**config.mk**
```make
export PLATFORM = sky130hd
export DESIGN_NAME = fp32_accum_seq
export DESIGN_NICKNAME = d
export VERILOG_FILES = /design/src/rtl/nla_fp_pkg.sv /design/src/rtl/fp32_accum_seq_addsub.sv /design/src/rtl/fp32_accum_seq.sv
export SDC_FILE = /design/constraint.sdc
export NUM_CORES = 1
export LEC_CHECK = 0
export CAP_MARGIN = 10
export CORE_MARGIN = 2
export CORE_UTILIZATION = 30
export CTS_CLUSTER_SIZE = 24
export DETAILED_ROUTE_END_ITERATION = 10
export DONT_BUFFER_PORTS = 1
export HOLD_SLACK_MARGIN = 0.03
export PLACE_DENSITY_LB_ADDON = 0.08
export SYNTH_ARGS = -nofsm -noshare
export SYNTH_HDL_FRONTEND = slang
export SYNTH_SLANG_ARGS = --single-unit
export TNS_END_PERCENT = 1
```
**constraint.sdc**
```tcl
create_clock -name clk_n -period 26.3 [get_ports clk_n]
set_input_delay 7.89 -clock clk_n [delete_from_list [all_inputs] [get_ports clk_n]]
set_output_delay 7.89 -clock clk_n [all_outputs]
set_load 0.02 [all_outputs]
```
**src/rtl/nla_fp_pkg.sv**
```systemverilog
// Shared FP32 field layout, reduction FSM encoding and common constants for the
// non-linear approximation engine.
package nla_fp_pkg;

    localparam int SIGN_BIT = 31;
    localparam int EXP_MSB  = 30;
    localparam int EXP_LSB  = 23;
    localparam int MAN_W    = 23;

    localparam logic [31:0] FP_ZERO = 32'h0000_0000;
    localparam logic [31:0] FP_ONE  = 32'h3F80_0000;
    localparam logic [31:0] FP_QNAN = 32'h7FC0_0000;

    typedef enum logic [1:0] {
        IDLE  = 2'd0,
        ACCUM = 2'd1,
        HOLD  = 2'd2
    } state_t;

    // Flip the sign of an FP32 word when neg is set; magnitude bits pass untouched.
    function automatic logic [31:0] fp_neg_if(input logic [31:0] x, input logic neg);
        return {x[SIGN_BIT] ^ neg, x[SIGN_BIT-1:0]};
    endfunction

endpackage

```
**src/rtl/fp32_accum_seq_addsub.sv**
```systemverilog
// Combinational IEEE-754 single-precision add/subtract (round to nearest even,
// gradual underflow, Inf/NaN propagation). i_mode=1 computes i_a - i_b.
module Addsub_32
    import nla_fp_pkg::*;
#(
    parameter int WIDTH = 32
) (
    input  logic             i_mode,
    input  logic [WIDTH-1:0] i_a,
    input  logic [WIDTH-1:0] i_b,
    output logic [WIDTH-1:0] o_sum
);

    localparam int EXP_W = EXP_MSB - EXP_LSB + 1;
    localparam int EXT_W = MAN_W + 4;

    logic             w_sa, w_sb;
    logic [EXP_W-1:0] w_ea, w_eb;
    logic [MAN_W-1:0] w_ma, w_mb;
    logic             w_a_nan, w_b_nan, w_a_inf, w_b_inf;
    logic             w_swap, w_eff_sub;
    logic             w_big_s, w_sml_s;
    logic [EXP_W:0]   w_big_e, w_sml_e, w_diff, w_lim;
    logic [EXT_W-1:0] w_big_m, w_sml_m, w_sml_al, w_mask, w_norm;
    logic [EXT_W:0]   w_raw;
    logic [4:0]       w_lz, w_shl;
    logic [EXP_W+1:0] w_exp, w_exp_f;
    logic             w_rnd_up;
    logic [MAN_W+1:0] w_rnd;
    logic [MAN_W:0]   w_mant;

    assign w_sa = i_a[SIGN_BIT];
    assign w_sb = i_b[SIGN_BIT] ^ i_mode;
    assign w_ea = i_a[EXP_MSB:EXP_LSB];
    assign w_eb = i_b[EXP_MSB:EXP_LSB];
    assign w_ma = i_a[MAN_W-1:0];
    assign w_mb = i_b[MAN_W-1:0];

    assign w_a_nan = (&w_ea) && (|w_ma);
    assign w_b_nan = (&w_eb) && (|w_mb);
    assign w_a_inf = (&w_ea) && !(|w_ma);
    assign w_b_inf = (&w_eb) && !(|w_mb);

    always_comb begin
        w_swap   = (i_b[SIGN_BIT-1:0] > i_a[SIGN_BIT-1:0]);
        w_big_s  = w_swap ? w_sb : w_sa;
        w_sml_s  = w_swap ? w_sa : w_sb;
        w_big_e  = {1'b0, (w_swap ? w_eb : w_ea)};
        w_sml_e  = {1'b0, (w_swap ? w_ea : w_eb)};
        // Denormals share the exponent of the smallest normal, without the hidden one.
        w_big_m  = w_swap ? {(|w_eb), w_mb, 3'b000} : {(|w_ea), w_ma, 3'b000};
        w_sml_m  = w_swap ? {(|w_ea), w_ma, 3'b000} : {(|w_eb), w_mb, 3'b000};
        if (w_big_e == '0) w_big_e = (EXP_W+1)'(1);
        if (w_sml_e == '0) w_sml_e = (EXP_W+1)'(1);
        w_diff    = w_big_e - w_sml_e;
        w_eff_sub = w_big_s ^ w_sml_s;

        // Align the smaller operand; everything shifted out collapses into the sticky bit.
        w_mask   = ~({EXT_W{1'b1}} << w_diff);
        w_sml_al = '0;
        if (w_diff >= (EXP_W+1)'(EXT_W)) begin
            w_sml_al[0] = |w_sml_m;
        end else begin
            w_sml_al    = w_sml_m >> w_diff;
            w_sml_al[0] = w_sml_al[0] | (|(w_sml_m & w_mask));
        end

        w_raw = w_eff_sub ? ({1'b0, w_big_m} - {1'b0, w_sml_al})
                          : ({1'b0, w_big_m} + {1'b0, w_sml_al});

        w_lz = 5'(EXT_W);
        for (int i = 0; i < EXT_W; i++) begin
            if (w_raw[i]) w_lz = 5'(EXT_W - 1 - i);
        end
        // Never normalise below the minimum exponent: the result stays denormal instead.
        w_lim = w_big_e - (EXP_W+1)'(1);
        w_shl = (w_lim < {4'b0, w_lz}) ? w_lim[4:0] : w_lz;

        if (w_raw[EXT_W]) begin
            w_norm = {w_raw[EXT_W:2], w_raw[1] | w_raw[0]};
            w_exp  = {1'b0, w_big_e} + (EXP_W+2)'(1);
        end else begin
            w_norm = w_raw[EXT_W-1:0] << w_shl;
            w_exp  = {1'b0, w_big_e} - {5'b0, w_shl};
        end

        w_rnd_up = w_norm[2] & (w_norm[1] | w_norm[0] | w_norm[3]);
        w_rnd    = {1'b0, w_norm[EXT_W-1:3]} + {{(MAN_W+1){1'b0}}, w_rnd_up};
        if (w_rnd[MAN_W+1]) begin
            w_exp_f = w_exp + (EXP_W+2)'(1);
            w_mant  = w_rnd[MAN_W+1:1];
        end else begin
            w_exp_f = w_exp;
            w_mant  = w_rnd[MAN_W:0];
        end

        if (w_exp_f >= (EXP_W+2)'(255))
            o_sum = {w_big_s, {EXP_W{1'b1}}, {MAN_W{1'b0}}};
        else
            o_sum = {w_big_s, (w_mant[MAN_W] ? w_exp_f[EXP_W-1:0] : {EXP_W{1'b0}}),
                     w_mant[MAN_W-1:0]};

        // Exact cancellation yields +0; only (-0) + (-0) keeps the negative sign.
        if (w_raw == '0)
            o_sum = {w_big_s & w_sml_s, {(WIDTH-1){1'b0}}};

        if (w_a_nan || w_b_nan || (w_a_inf && w_b_inf && (w_sa != w_sb)))
            o_sum = FP_QNAN;
        else if (w_a_inf)
            o_sum = i_a;
        else if (w_b_inf)
            o_sum = {w_sb, i_b[SIGN_BIT-1:0]};
    end

endmodule

```
**src/rtl/fp32_accum_seq.sv**
```systemverilog
// Sequential FP32 packet reducer: folds a valid/ready operand stream into one
// sum per packet through a single combinational Addsub_32.
module fp32_accum_seq
    import nla_fp_pkg::*;
#(
    parameter int WIDTH = 32,
    parameter int CNT_W = 8
) (
    input  logic             clk_n,
    input  logic             rst_n,
    input  logic             in_valid,
    output logic             in_ready,
    input  logic [WIDTH-1:0] in_data,
    input  logic             in_sub,
    input  logic             in_last,
    output logic             out_valid,
    input  logic             out_ready,
    output logic [WIDTH-1:0] out_data,
    output logic [CNT_W-1:0] out_count,
    output logic             out_sat,
    output logic             busy
);

    state_t           r_state, w_next;
    logic [WIDTH-1:0] r_acc;
    logic [CNT_W-1:0] r_count;
    logic             r_sat;
    logic [WIDTH-1:0] w_sum, w_load, w_acc_d;
    logic             w_accept;

    Addsub_32 #(.WIDTH(WIDTH)) u_addsub (
        .i_mode (in_sub),
        .i_a    (r_acc),
        .i_b    (in_data),
        .o_sum  (w_sum)
    );

    assign w_accept = in_valid && in_ready;
    assign w_load   = fp_neg_if(in_data, in_sub);
    // First beat of a packet loads directly; later beats take the adder output.
    assign w_acc_d  = (r_state == IDLE) ? w_load : w_sum;

    always_comb begin
        w_next    = r_state;
        in_ready  = 1'b0;
        busy      = 1'b0;
        out_valid = 1'b0;
        case (r_state)
            IDLE: begin
                in_ready = 1'b1;
                if (in_valid) w_next = in_last ? HOLD : ACCUM;
            end
            ACCUM: begin
                in_ready = 1'b1;
                busy     = 1'b1;
                if (in_valid && in_last) w_next = HOLD;
            end
            HOLD: begin
                busy      = 1'b1;
                out_valid = 1'b1;
                if (out_ready) w_next = IDLE;
            end
            default: w_next = IDLE;
        endcase
    end

    assign out_data  = out_valid ? r_acc   : FP_ZERO;
    assign out_count = out_valid ? r_count : '0;
    assign out_sat   = out_valid && r_sat;

    always_ff @(posedge clk_n or posedge rst_n) begin
        if (rst_n) begin
            r_state <= IDLE;
            r_acc   <= FP_ZERO;
            r_count <= '0;
            r_sat   <= 1'b0;
        end else begin
            r_state <= w_next;
            if (w_accept) begin
                r_acc <= w_acc_d;
                if (r_state == IDLE) begin
                    r_count <= CNT_W'(1);
                    r_sat   <= 1'b0;
                end else if (&r_count) begin
                    r_sat   <= 1'b1;
                end else begin
                    r_count <= r_count + CNT_W'(1);
                end
            end else if ((r_state == HOLD) && out_ready) begin
                r_count <= '0;
                r_sat   <= 1'b0;
            end
        end
    end

endmodule
```
==> results_dict.tcl, run 1 <==
set metrics [dict create \
    crit_type "in -> reg" \
    async_reset_ff_frac 1.00 \
    fin_nets 2150 \
    synth_flop_cell "dfrtp_1" \
    synth_edf_count 0 \
    rsz0062_at_grt "false" \
    hold_violations 0 \
    dieArea_sq_mm 0.0500 \
    cp_top_family "simple AND/OR/NAND/NOR gates" \
    place_hpwl_mm 62.7 \
    slowest_stage "nor4_2" \
    synth_cells 2076 \
    grt_pass1_wl_mm 113 \
    die_x_microns 224 \
    worst-path-buf-inv 9 \
    hold_buffers 0 \
    synth_seq_area_share 0.0744 \
    clk_path_buf_depth 2 \
    grt_use_total 0.303 \
    drive_above_1_share 0.0943 \
    drv_slew 0 \
    avgSynthCellArea_sq_um 6.96 \
    cts_tree "built" \
    numCtsBuffers 5 \
    synthDistinctLibCells 112 \
    drt_first_pass_iters 7 \
    clkTransAtPathRegs_ns 0.07 \
    reg2reg_depth 65 \
    grt_antenna_before_repair 3 \
    port_buffers 0 \
    grt_pass1_vias 15980 \
    n_antenna_cell 0 \
    clk_latency_ns 0.31 \
    h-tree-depth 2 \
    post_drt_via_cell_ratio 6.56 \
    yosys_warnings 0 \
    overflow 0 \
    cpPeakStageDelay_ns 0.88 \
    ys_ff_latch 43 \
    drc_errors 0 \
    start_util 0.303 \
    worst_slew_pin_slew_ns 1.05 \
    period_needed_ns 25.18 \
    cp.depth 64 \
    cap_violations 0 \
    hold_path_depth 2 \
    finalSetupViolCount 0 \
    final_common_cell "nand2_1" \
    coreArea_sq_mm 0.0476 \
    drt_iter0_drc 2454 \
    most-common-layout-cells "nand2_1 (228), nor2_1 (182), a21oi_1 (149)" \
    clockRootBuffer "clkbuf_16" \
    hp-class "reg -> reg" \
    cp-start-kind "input pin" \
    crit_fanout 24 \
    grt_max_degree 68 \
    status "finished clean" \
    required_ns 26.54 \
    synthesis.area_sq_mm 0.0145 \
    fp-row-count 80 \
    routed_wl_mm 77.8 \
    cp.arrival_ns 25.42 \
    drtAntennaViolNets 0 \
    fillers 5248 \
    fin_crit_sh 0.957 \
    synth_nets 2201 \
    timing.fmax_mhz 39.7 \
    pin_count 82 \
    fp.dieH_microns 224 \
    finalWorstSetupSlack_ns 1.12 \
    crit_top_cell "buf_4" \
    fin_skew_ns 0.00423 \
    endpoint_kind "flop" \
    slew_headroom 0.300 \
    avgRoutedWirePerCell_microns 29.5 \
    pre_cts_slack_ns 1.06 \
    place_congestion 1.01 \
    clock-sinks 43 \
    vias 17336 \
    area_growth_pct 6.46 \
    setup_tns_ns 0 \
]
cells in the mapped netlist, types with 15 or more instances:
| master | count | area [sq um] |
|---|---|---|
| o21ai_1 | 15 | 75.1 |
| nand2_1 | 228 | 856 |
| clkbuf_1 | 73 | 274 |
| dfrtp_1 | 43 | 1080 |
| inv_1 | 76 | 285 |
| xnor2_1 | 53 | 464 |
| buf_1 | 15 | 56.3 |
| nor3_1 | 46 | 230 |
| xor2_1 | 38 | 333 |
| nand4_1 | 44 | 275 |
| o22ai_1 | 23 | 144 |
| a21oi_1 | 149 | 746 |
| nor2_1 | 183 | 687 |
| and3_1 | 38 | 238 |
| buf_2 | 22 | 110 |
| nand3_1 | 72 | 360 |
| nand2b_1 | 22 | 138 |
| o211ai_1 | 30 | 225 |
| mux2_2 | 31 | 349 |
| mux2i_1 | 99 | 991 |
| a31oi_1 | 30 | 188 |
| o21ai_0 | 138 | 691 |
| nor4_1 | 32 | 200 |
| ha_1 | 85 | 1060 |
| a21o_1 | 33 | 248 |
| o211a_1 | 15 | 150 |
| a211oi_1 | 30 | 225 |
| and2_1 | 57 | 357 |
| o221ai_1 | 17 | 149 |
cell families after synthesis:
| family | share of synthesized area |
|---|---|
| multiplexers | 0.117 |
| AND/OR/NAND/NOR | 0.283 |
| buffers and inverters | 0.0624 |
| XOR/XNOR | 0.0563 |
| adder cells (fa/ha/maj) | 0.0763 |
| AO/OA/AOI/OAI | 0.330 |
| flip-flops | 0.0744 |
stage by stage:
stage,std cells,utilization,hold WS [ns],area (sq um)
2_1_floorplan,2076,-,0.467,14500
3_3_place_gp,2633,0.319,0.486,15200
3_5_place_dp,2633,0.319,0.498,15200
4_1_cts,2641,0.323,0.514,15400
5_1_grt,2641,0.323,0.540,15400
6_report,2641,0.323,0.510,15400
what timing repair did:
| action | 4_1_cts | 5_1_grt |
|---|---|---|
| setup buffers | 0 | 0 |
| setup endpoints to repair | 0 | 27 |
| resized for setup | 0 | 3 |
layer usage:
| layer | GRT usage | share of wire | wire (microns) | vias up |
|---|---|---|---|---|
| met2 | 0.446 | 0.41 | 32300 | 939 |
| met3 | 0.0478 | 0.091 | 7110 | 144 |
| met1 | 0.432 | 0.44 | 34500 | 8454 |
| met5 | 0 | 0 | 0 | - |
| li1 | - | - | - | 7799 |
| met4 | 0.136 | 0.051 | 3960 | 0 |
path summary, 6_finish.rpt:
kind	to	slack [ns]	start
worst max-delay path	r_acc[15]	1.12	in_data[30]
worst min-delay path	r_sat	0.51	r_sat
worst max register to register	r_acc[15]	7.92	r_acc[18]
worst min register to register	r_sat	0.51	r_sat
max in group asynchronous	r_count[2]	17.95	rst_n
min in group asynchronous	r_state[1]	7.69	rst_n
area by class of cell:
| class | instances | area, sq um | share of cell area |
|---|---|---|---|
| clock buffers | 6 | 139 | 0.00902 |
| well taps | 615 | 769 | 0.0500 |
| repair buffers | 68 | 510 | 0.0332 |
| inverters | 81 | 310 | 0.0202 |
| multi-input cells | 1826 | 12600 | 0.817 |
| flip-flops and latches | 43 | 1080 | 0.0699 |
| clock inverters | 2 | 16.3 | 0.00106 |
worst reg2reg max path, delay by kind of cell (launching register included):
kind / cells / cell delay [ns]
AOI/OAI and AO/OA: 27 / 7.17
and+or+nand+nor: 18 / 5.33
buffers and inverters: 10 / 1.90
adders and majority gates: 6 / 1.78
xor gates and xnor gates: 3 / 0.91
DFF: 1 / 0.65
muxes: 1 / 0.58
registers in the layout, indices dropped and copies added, names as in the netlist:
register and flops:
r_acc 32, r_count 8, r_sat 1, r_state 2
Power of run 1 is left out: the tool's default activity adds up to more than one toggle a clock period on the data nets, which glitch-free logic cannot reach.
==> run 2: changes to the inputs <==
--- a/config.mk
+++ b/config.mk
@@ -15,2 +15,3 @@
 export PLACE_DENSITY_LB_ADDON = 0.08
+export SLEW_MARGIN = 15
 export SYNTH_ARGS = -nofsm -noshare
==> constraint.sdc (replaced) <==
create_clock -name clk_n -period 26.3 [get_ports clk_n]
set_input_delay 1.315 -clock clk_n [delete_from_list [all_inputs] [get_ports clk_n]]
set_output_delay 1.315 -clock clk_n [all_outputs]
set_load 0.02 [all_outputs]
==> run 2 against run 1 <==
  * Global-route usage increased by 0.12 points
  * Fmax increased by 21%
  * Die area unchanged
  * Routed wire length increased by 0.15%
==> results_dict.tcl, run 2 (synthesis gave the netlist of run 1 again) <==
set metrics [dict create \
    cp-start-kind "input pin" \
    avgRoutedWirePerCell_microns 29.8 \
    reg2reg_depth 61 \
    cap_violations 0 \
    fp-row-count 80 \
    drtAntennaViolNets 0 \
    cpPeakStageDelay_ns 0.99 \
    numCtsBuffers 5 \
    top_usage_layer "met2" \
    met1_usage 0.430 \
    setup_tns_ns 0 \
    r2r_setup_slack_ns 5.74 \
    most-common-layout-cells "nand2_1 (228), nor2_1 (182), a21oi_1 (149)" \
    final_common_cell "nand2_1" \
    rsz0062_at_grt "false" \
    largest_reg_flops 32 \
    dieArea_sq_mm 0.0500 \
    hp-class "reg -> reg" \
    drt_first_pass_iters 5 \
    clockRootBuffer "clkbuf_16" \
    start_util 0.303 \
    cp_top_family "compound AO/OA/AOI/OAI gates" \
    grt_antenna_before_repair 1 \
    crit_type "in -> reg" \
    drt_iter0_drc 2063 \
    clkTransAtPathRegs_ns 0.07 \
    crit_fanout 27 \
    cp.arrival_ns 21.06 \
    clk_path_buf_depth 2 \
    grt_pass1_wl_mm 114 \
    hold_buffers 0 \
    grt_pass1_vias 16111 \
    hold_path_depth 2 \
    routed_wl_mm 77.9 \
    top_regs "r_acc (32), r_count (8), r_state (2)" \
    min_from "r_sat" \
    post_drt_via_cell_ratio 6.60 \
    finalSetupViolCount 0 \
    port_buffers 0 \
    fin_skew_ns 0.00427 \
    slowest_stage "nor4b_4" \
    post_cts_buffers 0 \
    required_ns 26.52 \
    status "finished clean" \
    fin_crit_sh 0.792 \
    vias 17252 \
    fp.dieH_microns 224 \
    cts_tree "built" \
    r2r_end "r_acc[4]" \
    worst-path-buf-inv 6 \
    hold_violations 0 \
    place_congestion 0.963 \
    period_needed_ns 20.84 \
    cts_resized 0 \
    coreArea_sq_mm 0.0476 \
    fin_nets 2120 \
    drive_above_1_share 0.0792 \
    pin_count 82 \
    drc_errors 0 \
    place_hpwl_mm 62.0 \
    h-tree-depth 2 \
    timing.rr.start "r_acc[20]" \
    worst_slew_pin_slew_ns 1.16 \
    die_x_microns 224 \
    clock-sinks 43 \
    fillers 5274 \
    crit_top_cell "a21oi_1" \
    grt_use_met2 0.469 \
    endpoint_kind "flop" \
    slew_headroom 0.221 \
    overflow 0 \
    regMostFlops "r_acc" \
    hold_path_end "r_sat" \
    timing.fmax_mhz 48.0 \
    area_growth_pct 4.88 \
    grt_use_total 0.304 \
    drv_slew 0 \
    grt.met3_usage 0.0363 \
    clk_latency_ns 0.30 \
    grt_max_degree 69 \
]
[run 2: how the worst max path moves through the flow]
stage | startpoint | end | slack (ns) | depth (start not counted)
after detailed placement | in_data[30] | r_acc[2] | 5.78 | 61
after floorplan | in_data[13] | r_acc[25] | 8.72 | 79
after CTS | in_data[30] | r_acc[4] | 6.05 | 61
final | in_data[29] | r_acc[4] | 5.46 | 60
after global routing | in_data[30] | r_acc[14] | 4.35 | 61
after global placement | in_data[30] | r_acc[2] | 5.89 | 59
[run 2: worst register-to-register path: cells and delay by family (launching register included)]
kind,cells,cell delay [ns]
XOR/XNOR,1,0.10
multiplexers,4,2.09
AO/OA/AOI/OAI,26,8.33
adder cells (fa/ha/maj),5,1.97
buffers and inverters,7,1.98
AND/OR/NAND/NOR,18,5.38
flip-flops,1,0.65
[run 2: per-stage QoR]
| step | cells | area [sq um] | hold slack [ns] | setup WS (ns) | util |
|---|---|---|---|---|---|
| after floorplan | 2076 | 14500 | 0.467 | 8.72 | - |
| after global placement | 2603 | 15000 | 0.488 | 5.89 | 0.315 |
| after detailed placement | 2603 | 15000 | 0.494 | 5.78 | 0.315 |
| after CTS | 2611 | 15200 | 0.514 | 6.05 | 0.318 |
| after global routing | 2611 | 15200 | 0.563 | 4.35 | 0.318 |
| final | 2612 | 15200 | 0.511 | 5.46 | 0.318 |
[run 2: layout make-up]
class | count | area (sq um) | share of cell area
inverter | 81 | 310 | 0.0205
sequential | 43 | 1080 | 0.0710
tap | 615 | 769 | 0.0507
timing repair buffer | 38 | 285 | 0.0188
multi-input combinational | 1826 | 12600 | 0.828
antenna | 1 | 2.50 | 0.000165
clock buffer | 7 | 153 | 0.0101
clock inverter | 1 | 7.51 | 0.000495
[run 2: routing by layer]
layer | vias up | share of wire
li1 | 7708 | -
met3 | 134 | 0.076
met1 | 8529 | 0.44
met5 | - | 0
met4 | 0 | 0.046
met2 | 881 | 0.43
Power of run 2 is left out for the same reason.
==> run 3: changes to the inputs <==
Clock period 26.3 ns to 20.9 ns, I/O delays scaled along.
==> run 3 against run 2 <==
  * Clock-buffer cell count is 2 lower
  * Die area stayed put
  * Register-to-register slack worse by 4.4 ns
  * Clock skew is 0.011 ns higher
  * Non-clock buffer count is 16 higher
  * Final cell count is 0.57% higher
==> results_dict.tcl, run 3 (synthesis gave the netlist of run 1 again) <==
set metrics [dict create \
    cp.arrival_ns 19.76 \
    place_congestion 0.976 \
    clk_path_buf_depth 2 \
    fin_crit_sh 0.938 \
    top_regs "r_acc (32), r_count (8), r_state (2)" \
    drt_first_pass_iters 6 \
    cap_violations 0 \
    endpoint "r_acc[4]" \
    reg2reg_depth 61 \
    pin_count 82 \
    cts_tree "built" \
    worst-path-buf-inv 7 \
    avgRoutedWirePerCell_microns 29.7 \
    endpoint_kind "flop" \
    drtAntennaViolNets 0 \
    slew_headroom 0.207 \
    crit_top_cell "a21oi_1" \
    finalSetupViolCount 0 \
    setup_tns_ns 0 \
    r2r_setup_slack_ns 1.31 \
    drive_above_1_share 0.0865 \
    post_drt_via_cell_ratio 6.54 \
    fin_skew_ns 0.0150 \
    drt_iter0_drc 1967 \
    grt_antenna_before_repair 1 \
    rsz0062_at_grt "false" \
    cpPeakStageDelay_ns 0.69 \
    start_util 0.303 \
    drc_errors 0 \
    grt_pass1_vias 16132 \
    period_needed_ns 19.59 \
    coreArea_sq_mm 0.0476 \
    crit_type "reg -> reg" \
    largest_reg_flops 32 \
    crit_path_start "r_acc[20]" \
    status "finished clean" \
    hold_buffers 0 \
    die_x_microns 224 \
    cp-start-kind "flop" \
    clock-sinks 43 \
    grt_max_degree 49 \
    area_growth_pct 5.70 \
    grt_use_total 0.303 \
    timing.fmax_mhz 51.0 \
    h-tree-depth 2 \
    final_common_cell "nand2_1" \
    cp.depth 61 \
    drv_slew 0 \
    clk_latency_ns 0.31 \
    hold_violations 0 \
    crit_fanout 24 \
    grt_pass1_wl_mm 114 \
    routed_wl_mm 78.0 \
    worst_slew_pin_slew_ns 1.19 \
    dieArea_sq_mm 0.0500 \
    n_antenna_cell 0 \
    cp_top_family "compound AO/OA/AOI/OAI gates" \
    place_hpwl_mm 62.3 \
    fin_nets 2136 \
    port_buffers 0 \
    cts_resized 0 \
    clockRootBuffer "clkbuf_16" \
    fp-row-count 80 \
    hp-class "reg -> reg" \
    slowest_stage "xor2_4" \
    post_cts_buffers 0 \
    regMostFlops "r_acc" \
    most-common-layout-cells "nand2_1 (228), nor2_1 (182), a21oi_1 (149)" \
    r2r_end "r_acc[4]" \
    vias 17172 \
    overflow 0 \
    fp.dieH_microns 224 \
    numCtsBuffers 5 \
    timing.rr.start "r_acc[20]" \
    required_ns 21.06 \
    clkTransAtPathRegs_ns 0.08 \
]
## run 3: changes by cell type in the layout (fill, tap and decap cells not counted)
cell        delta
buf_4         +15
o21ai_0        +1
buf_12         +1
o21ai_1        -1
clkbuf_8       -2
inv_6          +1
clkinvlp_4     +1
diode_2        -1
## run 3: how the worst min path moves through the flow
stage | from | endpoint | slack (ns) | depth (start not counted)
2_1_floorplan | r_sat | r_sat | 0.47 | 2
3_3_place_gp | r_sat | r_sat | 0.49 | 2
3_5_place_dp | r_sat | r_sat | 0.50 | 2
4_1_cts | r_sat | r_sat | 0.52 | 2
5_1_grt | r_count[7] | r_count[7] | 0.60 | 1
6_report | r_sat | r_sat | 0.52 | 2
## run 3: layout make-up
cell class,count,area [sq um]
timing repair buffer,54,418
tap,615,769
multi-input combinational,1826,12600
fill,5227,32400
sequential,43,1080
clock inverter,3,23.8
inverter,81,310
clock buffer,5,125
## run 3: per-layer routing
metal  vias up  share of wire  global-route usage
met3       140          0.070              0.0357
met2       867           0.43               0.464
met1      8390           0.45               0.430
li1       7773              -                   -
met5         -        0.00017                   0
met4         2          0.047               0.125
## run 3: worst register-to-register path: cells and delay by family (launching register included)
kind | cells | cell delay, ns
AOI/OAI and AO/OA | 24 | 6.75
xor gates and xnor gates | 2 | 0.85
adders and majority gates | 4 | 1.59
buffers and inverters | 7 | 1.63
DFF | 1 | 0.63
muxes | 6 | 2.35
and+or+nand+nor | 18 | 5.64
## run 3: stage by stage
| step | cells | cell area [sq um] | util | hold WS, ns | worst slack (ns) |
|---|---|---|---|---|---|
| 6_report | 2627 | 15300 | 0.321 | 0.520 | 1.31 |
| 4_1_cts | 2627 | 15300 | 0.321 | 0.523 | 1.81 |
| 2_1_floorplan | 2076 | 14500 | - | 0.467 | 3.59 |
| 3_3_place_gp | 2619 | 15100 | 0.317 | 0.486 | 1.64 |
| 3_5_place_dp | 2619 | 15100 | 0.318 | 0.501 | 1.57 |
| 5_1_grt | 2627 | 15300 | 0.321 | 0.596 | 0.270 |
Power of run 3 is left out for the same reason.
